## src/rtl/display_scan_controller.sv

```systemverilog
// Four-digit multiplexed display scanner. A prescaler paces the digit scan,
// and loaded data is double-buffered so the display only changes at a frame boundary.
`timescale 1ns/1ps
module display_scan_controller #(
    parameter int unsigned CLK_DIV = 1000
) (
    input  logic        clk_i,
    input  logic        reset_i,
    input  logic [15:0] value_i,
    input  logic [3:0]  dp_i,
    input  logic        load_i,
    input  logic        lzb_en_i,
    output logic [2:0]  state_o,
    output logic [3:0]  current_digit_o,
    output logic [3:0]  anode_o,
    output logic        dp_o,
    output logic        blank_o,
    output logic        tick_o,
    output logic        frame_o
);

    localparam int unsigned PRESC_W = 16;
    localparam int unsigned VALUE_W = 16;
    localparam int unsigned DIGITS  = 4;
    localparam int unsigned NIB_W   = 4;
    localparam logic [PRESC_W-1:0] PRESC_MAX = PRESC_W'(CLK_DIV - 1);

    typedef struct packed {
        logic [VALUE_W-1:0] value;
        logic [DIGITS-1:0]  dp;
    } frame_data_t;

    typedef enum logic [1:0] {
        DIGIT0 = 2'd0,
        DIGIT1 = 2'd1,
        DIGIT2 = 2'd2,
        DIGIT3 = 2'd3
    } digit_e;

    digit_e             state_q;
    digit_e             state_d;
    logic [PRESC_W-1:0] presc_q;
    frame_data_t        disp_q;
    frame_data_t        pend_q;
    frame_data_t        load_data;
    logic               pend_valid_q;
    logic               frame_q;
    logic               tick;
    logic               boundary;
    logic               blank;
    logic [NIB_W-1:0]   nibble;

    assign tick      = (presc_q == PRESC_MAX);
    assign boundary  = tick && (state_q == DIGIT3);
    assign load_data = '{value: value_i, dp: dp_i};

    // Prescaler: counts 0..CLK_DIV-1, wrapping on the tick.
    always_ff @(posedge clk_i or posedge reset_i) begin
        if (reset_i) begin
            presc_q <= '0;
        end else if (tick) begin
            presc_q <= '0;
        end else begin
            presc_q <= presc_q + PRESC_W'(1);
        end
    end

    // Scan state register.
    always_ff @(posedge clk_i or posedge reset_i) begin
        if (reset_i) begin
            state_q <= DIGIT0;
        end else begin
            state_q <= state_d;
        end
    end

    // Next-state: advance one digit per tick, wrapping 3 -> 0.
    always_comb begin
        state_d = state_q;
        if (tick) begin
            unique case (state_q)
                DIGIT0:  state_d = DIGIT1;
                DIGIT1:  state_d = DIGIT2;
                DIGIT2:  state_d = DIGIT3;
                default: state_d = DIGIT0;
            endcase
        end
    end

    // Double buffer: loads land in pending unless they coincide with the boundary,
    // in which case they go straight to the display and supersede pending.
    always_ff @(posedge clk_i or posedge reset_i) begin
        if (reset_i) begin
            disp_q       <= '0;
            pend_q       <= '0;
            pend_valid_q <= 1'b0;
            frame_q      <= 1'b0;
        end else begin
            frame_q <= boundary && (load_i || pend_valid_q);
            if (boundary && load_i) begin
                disp_q       <= load_data;
                pend_valid_q <= 1'b0;
            end else if (load_i) begin
                pend_q       <= load_data;
                pend_valid_q <= 1'b1;
            end else if (boundary && pend_valid_q) begin
                disp_q       <= pend_q;
                pend_valid_q <= 1'b0;
            end
        end
    end

    // Active-digit nibble and leading-zero blanking (digit 0 is always shown).
    always_comb begin
        nibble = disp_q.value[3:0];
        blank  = 1'b0;
        unique case (state_q)
            DIGIT0: begin
                nibble = disp_q.value[3:0];
                blank  = 1'b0;
            end
            DIGIT1: begin
                nibble = disp_q.value[7:4];
                blank  = lzb_en_i && (disp_q.value[15:4] == 12'h000);
            end
            DIGIT2: begin
                nibble = disp_q.value[11:8];
                blank  = lzb_en_i && (disp_q.value[15:8] == 8'h00);
            end
            default: begin
                nibble = disp_q.value[15:12];
                blank  = lzb_en_i && (disp_q.value[15:12] == 4'h0);
            end
        endcase
    end

    assign state_o         = {1'b0, state_q};
    assign current_digit_o = nibble;
    assign blank_o         = blank;
    assign anode_o         = blank ? 4'b1111 : ~(4'b0001 << state_q);
    assign dp_o            = blank ? 1'b1 : ~disp_q.dp[state_q];
    assign tick_o          = tick;
    assign frame_o         = frame_q;

endmodule

```

## config.mk

```make
export PLATFORM = sky130hd
export DESIGN_NAME = display_scan_controller
export DESIGN_NICKNAME = d
export VERILOG_FILES = /design/src/rtl/display_scan_controller.sv
export SDC_FILE = /design/constraint.sdc
export NUM_CORES = 1
export LEC_CHECK = 0
export ABC_AREA = 0
export CAP_MARGIN = 30
export CORE_ASPECT_RATIO = 0.7
export CORE_MARGIN = 5
export CORE_UTILIZATION = 50
export CTS_CLUSTER_DIAMETER = 40
export DETAILED_ROUTE_END_ITERATION = 10
export GPL_ROUTABILITY_DRIVEN = 1
export PLACE_DENSITY = 0.76
export SLEW_MARGIN = 10
export SYNTH_ARGS = -nofsm -noshare
export SYNTH_HDL_FRONTEND = slang
export SYNTH_SLANG_ARGS = --single-unit
```

## constraint.sdc

```tcl
create_clock -name clk_i -period 1.6 [get_ports clk_i]
set_input_delay 0.24 -clock clk_i [delete_from_list [all_inputs] [get_ports clk_i]]
set_output_delay 0.24 -clock clk_i [all_outputs]
set_load 0.05 [all_outputs]
```

### Word level (Yosys, flattened, before mapping)

Cells that the tools add are included.

* output and inout port bits: 15
* RAM bits: 0
* memories kept: 0
* latch bits: 0
* word-level logic and storage cells: 49
* memory bits (read-only): 0
* bits in registers: 60

* multiplexer cells: 14
* $mul: 0
* equality and inequality tests: 5
* $add $sub $neg: 1
* reductions and logical operators: 16
* $lt $le $gt $ge: 1
* bitwise operators: 3
* shift-type cells: 1
* div/mod/pow operators: 0

Operators with widths (number)
* 20-bit 2-to-1 mux: 3
* 16-bit by 1-bit adder with 16-bit output, second input constant: 1
* 16-bit by 10-bit == test with 1-bit output, second input constant: 1
* 16-bit 2-to-1 mux: 1
* 12-bit logical NOT: 1
* 4-bit one-hot mux with 3 select lines: 1
* 8-bit logical NOT: 1
* 1-bit logical AND: 7
* 2-bit one-hot mux with 3 select lines: 1
* 1-bit 2-to-1 mux: 5
* 2-bit == test, second input constant: 2
* 4-bit logical NOT: 1
* 4-bit 2-to-1 mux: 1
* 4-bit NOT: 1
* 2-bit AND reduction: 2
* 1-bit by 2-bit left shift with 4-bit output, first input constant: 1
* 2-bit by 3-bit < comparator with 1-bit output, second input constant: 1
* 1-bit one-hot mux with 3 select lines: 1
* 3-bit nonzero test: 1
* 1-bit binary-select mux with 2-bit select: 1
* 2-bit by 1-bit == test with 1-bit output, second input constant: 1
* 2-bit logical NOT: 1
* 2-bit by 1-bit != test with 1-bit output, second input constant: 1
* 1-bit NOT: 2
* 2 further kinds: 2

### Longest topological paths before layout

Gate-level depths: netlist of run 1.

* depth after elaboration: 6
* depth in mapped cells: 7
* mapped depth without buffers: 6

### Worst setup path before layout of run 1

OpenSTA, ideal clock, no wires.

* kind: register -> output
* from: register state_q[0]
* to: output blank_o
* buffers on the path: 0
* arrival time: 2.275 ns
* stages on the path, launching flop included: 6
* data required time: 1.360 ns
* path slack: -0.915 ns
* path through: dfrtp_1 -> inv_1 -> ha_1 -> nor4_1 -> nand2_1 -> a21oi_1

* word-level cells in the longest chain between the ends: 2
* elaborated cells between the ends (all ways): 4
* classes of those cells: eq/ne (2); mux (1); reduce/logical (1)

Ends and longest elaborated chain
* start: declaration: RTL line 40 `digit_e state_q;`
* start signal: assignment: RTL line 73 `state_q <= state_d;`
* 2-bit == test (tied with other cells): RTL line 117 `unique case (state_q)`
* 1-bit one-hot mux with 3 select lines *: RTL line 117
* end: declaration: RTL line 17 `output logic blank_o,`

Every way passes the cells marked *; elsewhere a longest branch is shown, timed or not.

### Final worst setup path of run 1

* from: register state_q[1]
* to: output anode_o[3]

* word-level cells in the longest chain between the ends: 3
* elaborated cells between the ends (all ways): 7
* classes of those cells: eq/ne (2); shift (1); mux (2); bitwise (1); reduce/logical (1)

Ends and longest elaborated chain
* 2-bit == test (tied with other cells): RTL line 117
* 1-bit one-hot mux with 3 select lines / 4-bit NOT (equally long branches): RTL line 117, 140
* 4-bit 2-to-1 mux *: RTL line 140 `assign anode_o = blank ? 4'b1111 : ~(4'b0001 << state_q);`
* end: declaration: RTL line 15 `output logic [3:0] anode_o,`

Marks and branches as above.

==> results of run 1 <==
cell type report:
cell class                      instances  area (µm²)
Clock inverter                          6       111.4
Multi-Input combinational cell        184        1904
Clock buffer                           10       137.6
Sequential cell                        60        1504
Timing Repair Buffer                  118        1313
Tap cell                               78       97.59
Inverter                               22       93.84
Fill cell                             284       994.7
synthesized netlist by cell type (2+ instances only):
cell,instances
xnor2_1,9
nor4_1,3
a21oi_1,4
clkbuf_1,4
xor2_1,4
buf_6,5
ha_1,7
nand2_1,21
a2bb2oi_1,2
and4_1,4
nor3_1,4
nor3b_1,2
buf_4,2
o22a_1,2
nor2b_1,3
a2bb2oi_2,9
nor2_1,14
o22ai_1,2
o21ai_0,10
mux2i_1,4
nand4_1,3
a32oi_1,8
mux2_2,21
dfrtp_1,60
inv_1,22
nand3_1,33
a222oi_1,4
buf_1,2
critical path, cell delays in order (launching register included):
cell     delay (ns)
dfrtp_2        0.44
inv_4          0.07
ha_4           0.17
nor3b_4        0.15
a21oi_2        0.24
o22a_4         0.32
nand2_8        0.07
buf_12         0.15
registers in the layout (all words and copies together), names as in the netlist:
name,cells
pend_valid_q,1
disp_q,20
frame_o,1
state_q,2
presc_q,16
pend_q,20
path summary, 6_finish.rpt:
check	cells after the start	to
worst max-delay path	7	anode_o[3]
worst min-delay path	3	presc_q[5]
worst max register to register	9	pend_q[4]
worst min register to register	1	pend_q[14]
max in group asynchronous	3	pend_q[1]
min in group clk_i	1	pend_q[14]
per-layer routing:
layer,part of all wire (%),wire (µm),global-route usage (%),up-vias
li1,-,-,-,1237
met1,40,4644,32.97,1484
met2,48,5575,40.64,201
met3,7.1,821,7.197,47
met4,4.2,487,7.762,0
met5,0,0,0,-
power breakdown:
group | total [mW] | switching, mW | leakage, nW | internal [mW]
logic | 0.432 | 0.198 | 1.42 | 0.234
registers | 1.64 | 0.0571 | 0.701 | 1.58
clock network | 1.75 | 0.675 | 0.122 | 1.08
total | 3.82 | 0.930 | 2.24 | 2.89
what timing repair did:
item                                    CTS  global route
gates cloned                              1             3
setup buffers                            16             9
endpoints found under the setup margin   57            59
pin swaps                                 8            16
resized for setup                        16            66
logic make-up after synthesis:
family / after synthesis / share of synthesized area [%]
DFF: 60 / 48.06
adders and majority gates: 7 / 2.803
and+or+nand+nor: 96 / 17.26
buffers and inverters: 38 / 6.928
other: 1 / 0.1200
AOI/OAI and AO/OA: 41 / 11.61
muxes: 26 / 9.572
xor gates and xnor gates: 13 / 3.644
metrics by stage:
stage / std cells / total power [mW] / area (µm²)
after global routing: 478 / 3.935 / 5161
after detailed placement: 439 / 1.994 / 4328
after CTS: 470 / 3.693 / 4775
final: 478 / 3.824 / 5161
after floorplan: 282 / 1.832 / 3385
after global placement: 439 / 1.977 / 4328
==> results.md, run 1 <==
- TritonRoute pass-1 iters: 6
- Synthesized area per cell: between 10 and 15 µm²
- Setup CP Type: reg -> out
- Final setup viols: 55
- WL final: ~12000 µm
- Distinct cell type count after synthesis: 42
- Die area: about 8000 µm²
- Hold buffers post-CTS: 0
- Violated checks: setup timing
- Sequential share of the synthesized area: between 40% and 50%
- Largest cells by area after synthesis: dfrtp_1, mux2_2, nand3_1
- RSZ-0062 raised after global routing: yes
- Final nets: between 400 and 500
- FMAX: between 400 and 500 MHz
- Core Rows: 24
- GR Overflow Total: 0
- Maximum VDD drop: a little over 0.9 mV
- WHS: 0.2888 ns
- DIE HEIGHT: between 70 and 80 µm
- Worst setup margin: -0.6073 ns
- WP data arrival: roughly 2.0 ns
- Seq cells post-synth: 60
- Place WS: -0.2586 ns
- Yosys top cell area share: between 40% and 50%
- DP Wirelength: between 5000 and 6000 µm
- Largest net degree at the start of global routing: slightly above 60
- Maxcap violations: 0
- Min Tclk post-route: 2.207 ns
- Setup TNS: -22.01 ns
- Via count: ~3000
- Die W: around 100 µm
- # port buffers: 37
- Top_reg_cell synth: dfrtp_1
- Cell area after synthesis: around 3100 µm²
- Min-Delay Path Class: in -> async
- Root buffer cell: clkbuf_8
- Status: finished with violations
- Data required, critical path: between 1 and 1.5 ns
- Commonest non-fill, non-tap cells in the layout: dfrtp_1, buf_4, nand3_1, clkdlybuf4s50_1, mux2_4
- Critical Path Source Type: register
- Layout cells sized above 1: just over 50%
- TritonCTS clock tree: done
- Starting Density: just over 50%
- Post-route clock period utilization: 138.0%
- Post-route ant nets: 0
- Post-Syn Nets: 313
- Core area: 6156 µm²
- Post-layout util: around 84%
- Final hold violations: 0
- Most common cell after layout, fill and taps aside: dfrtp_1
- Routed wire per std cell: roughly 24 µm
- Routed vias/inst: between 6 and 7
- Vias in the first global route: just under 3000
- Mapped Cells: between 200 and 300
- Num ports: 39
- Clock Sinks: 60
- Worst-case clock buffer depth: 2
- All-Layer GR Usage: roughly a quarter
- CTS Buf Count: 9
- H-tree Lvls: 3
- Yosys top cell by area: dfrtp_1
- PwrDens: roughly 740 nW/µm²
- N_diodes: 0
- Final Max Tran Viols: 0
- Initial antenna violation count: 0
- Crit path from: state_q[1]
- Clock transition at path regs: about 0.08 ns
- Clock skew: approximately 0.013 ns
- Worst-Skew Late Latency: approximately 0.36 ns
- First-pass GRT wire length: 15910 µm
- Flop-to-flop setup slack: -0.54 ns
- Pleak: between 2 and 2.5 nW
- FFs w/ async S/R, synth: between 90% and 100%
- GP Congestion: ~0.79
- Crit. End Element: primary output
- Synth warn: 0
- Number of synthesized flops with an enable pin: 0
- Crit path max fanout: 4
- RR Startpoint: state_q[0]
- Layout Area Growth over Synthesis: 65.20%
- # DRC: 0
- DR iter-0 viols: 278
(Power assumes the default switching activity.)
==> run 2, diff against run 1 <==
Settings changed: CORE_MARGIN 5 to 8, GPL_TIMING_DRIVEN from default to 0.
==> run 2 against run 1 <==
Against the previous run: the run still ends with setup timing left; count of clock-buffer cells in the layout grew 1; combinational power down 16%; sequential power is essentially flat; critical path type unchanged.
==> results.md, run 2 (synthesis gave the netlist of run 1 again) <==
- Status: finished with violations (unchanged)
- Violated checks: setup timing (unchanged)
- # DRC: 0 (unchanged)
- Biggest regs: disp_q (20), pend_q (20), presc_q (16) (unchanged)
- Final Max Tran Viols: 0 (unchanged)
- DIE HEIGHT: 82.14 µm (was 76.14 µm)
- Worst-Skew Late Latency: 0.34 ns (was 0.36 ns)
- Worst-case clock buffer depth: 2 (unchanged)
- Maxcap violations: 0 (unchanged)
- Clock Sinks: 60 (unchanged)
- Most common cell after layout, fill and taps aside: dfrtp_1 (unchanged)
- H-tree Lvls: 3 (unchanged)
- Pleak: 2.058 nW (was 2.242 nW)
- Min-Delay Path Class: in -> async (unchanged)
- Core Rows: 24 (unchanged)
- Final setup viols: 53 (was 55)
- Layout cells sized above 1: 45.95% (was 51.25%)
- Final hold violations: 0 (unchanged)
- Critical Path Source Type: register (unchanged)
- Clock skew: 0.009552 ns (was 0.01258 ns)
- Core area: 6126 µm² (was 6156 µm²)
- TritonCTS clock tree: done (unchanged)
- DP Wirelength: 5358 µm (was 5762 µm)
- Starting Density: 51.00% (was 50.75%)
- NetSw: 821.5 µW (was 930.0 µW)
- Min Tclk post-route: 2.255 ns (was 2.207 ns)
- WP data arrival: 2.01 ns (was 1.97 ns)
- Crit. End Element: primary output (unchanged)
- Via count: 2586 (was 2969)
- RSZ-0062 raised after global routing: yes (unchanged)
- Slew HR: 54.08%
- First-pass GRT wire length: 12590 µm (was 15910 µm)
- Switching share of power: 22.59% (was 24.32%)
- Post-route clock period utilization: 140.9% (was 138.0%)
- DR iter-0 viols: 223 (was 278)
- Crit path max fanout: 3 (was 4)
- Worst reg-to-reg path cell count: 8 (was 9)
- GP Congestion: 0.7852 (was 0.7889)
- Design area: 4830 µm² (was 5161 µm²)
- CTS Buf Count: 9 (unchanged)
- PwrDens: 753.0 nW/µm² (was 740.8 nW/µm²)
- FMAX: 443.5 MHz (was 453.0 MHz)
- Worst setup margin: -0.6546 ns (was -0.6073 ns)
- # port buffers: 37 (unchanged)
- Maximum VDD drop: 0.6111 mV (was 0.9353 mV)
- Routed wire per std cell: 21.07 µm (was 24.12 µm)
- Die W: 110.5 µm (was 104.5 µm)
- Data required, critical path: 1.36 ns (about the same)
- N_diodes: 0 (unchanged)
- Largest net degree at the start of global routing: 38 (was 61)
- Sequential power share: 45.1% (was 42.9%)
- Layout Area Growth over Synthesis: 54.59% (was 65.20%)
- All-Layer GR Usage: 17.45% (was 25.22%)
- Clock transition at path regs: 0.07 ns (was 0.08 ns)
- Post-layout util: 78.84% (was 83.84%)
- Share of total power in the clock network: 44.9% (was 45.8%)
- Vias in the first global route: 2426 (was 2890)
- Cell Int Power: 2.815 mW (was 2.894 mW)
- Root buffer cell: clkbuf_8 (unchanged)
- Commonest non-fill, non-tap cells in the layout: dfrtp_1, clkdlybuf4s50_1, buf_4 (was dfrtp_1, buf_4, nand3_1, clkdlybuf4s50_1, mux2_4)
- Final std cells w/o fill: 448 (was 478)
- Cell Area, Placed: 3872 µm² (was 4328 µm²)
- Post-route ant nets: 0 (unchanged)
- Routed vias/inst: 5.772 (was 6.211)
- Initial antenna violation count: 0 (unchanged)
- Logic pwr share: 10.0% (was 11.3%)
- Hold buffers post-CTS: 0 (unchanged)
- Final nets: 396 (was 426)
- GR Overflow Total: 0 (unchanged)
- Worst-margin pin slew: about 0.69 ns
- Setup CP Type: reg -> out (unchanged)
- Dpl cells: 398 (was 439)
- Die area: 9074 µm² (was 7955 µm²)
- TritonRoute pass-1 iters: 5 (was 6)
- Num ports: 39 (unchanged)
- WL final: 9438 µm (was 11530 µm)
run 2: power by group through the flow:
stage	clock [mW]	combinational, mW	sequential (mW)
2_1_floorplan	0	0.187	1.65
5_1_grt	1.73	0.393	1.65
4_1_cts	1.65	0.306	1.63
6_report	1.63	0.365	1.64
3_3_place_gp	0	0.287	1.65
3_5_place_dp	0	0.300	1.66
run 2: layout make-up:
| cell class | instances | area, µm² |
|---|---|---|
| buffer | 16 | 153.9 |
| clock buffer | 11 | 131.4 |
| clock inverter | 5 | 100.1 |
| fill | 350 | 1296 |
| inverter | 22 | 91.34 |
| multi-input combinational | 184 | 1929 |
| sequential | 60 | 1505 |
| tap | 78 | 97.59 |
| timing repair buffer | 72 | 820.8 |
run 2: metrics by stage:
| stage | total power, mW | hold slack (ns) | TNS, ns | worst slack, ns |
|---|---|---|---|---|
| floorplan | 1.832 | 0.3458 | -11.00 | -0.2853 |
| global placement | 1.941 | 0.4836 | -24.10 | -0.9419 |
| detailed placement | 1.958 | 0.4929 | -18.64 | -0.9494 |
| CTS | 3.589 | 0.3339 | -16.87 | -0.6288 |
| global route | 3.770 | 0.3438 | -25.53 | -0.7462 |
| finish | 3.637 | 0.3204 | -23.25 | -0.6546 |
run 2: final timing paths:
kind / to / slack, ns / start
max: dp_o / -0.65 / state_q[0]
min: presc_q[1] / 0.32 / reset_i
max reg2reg: pend_q[0] / -0.51 / state_q[0]
min reg2reg: pend_q[16] / 0.51 / pend_q[16]
max in group asynchronous: pend_q[2] / 0.71 / reset_i
min in group clk_i: pend_q[16] / 0.51 / pend_q[16]
run 2: critical path, stage by stage (launching register included):
cell     delay [ns]
dfrtp_2        0.43
inv_4          0.08
ha_4           0.18
nor4_4         0.22
nand3_2        0.13
o22a_4         0.29
buf_12         0.16
nand2_8        0.05
buf_8          0.14
run 2: routing by layer:
layer / share of wire [%] / track usage (%) / vias up
li1: - / - / 1178
met1: 45 / 23.77 / 1302
met2: 48 / 25.98 / 86
met3: 5.1 / 5.772 / 20
met4: 2.3 / 5.369 / 0
met5: 0 / 0 / -
run 2: what timing repair did:
action                                  CTS  global route
gates resized for setup                  98            70
endpoints found under the setup margin   61            59
pin swaps                                12            24
setup buffers                            18             9
gates cloned                              1             6
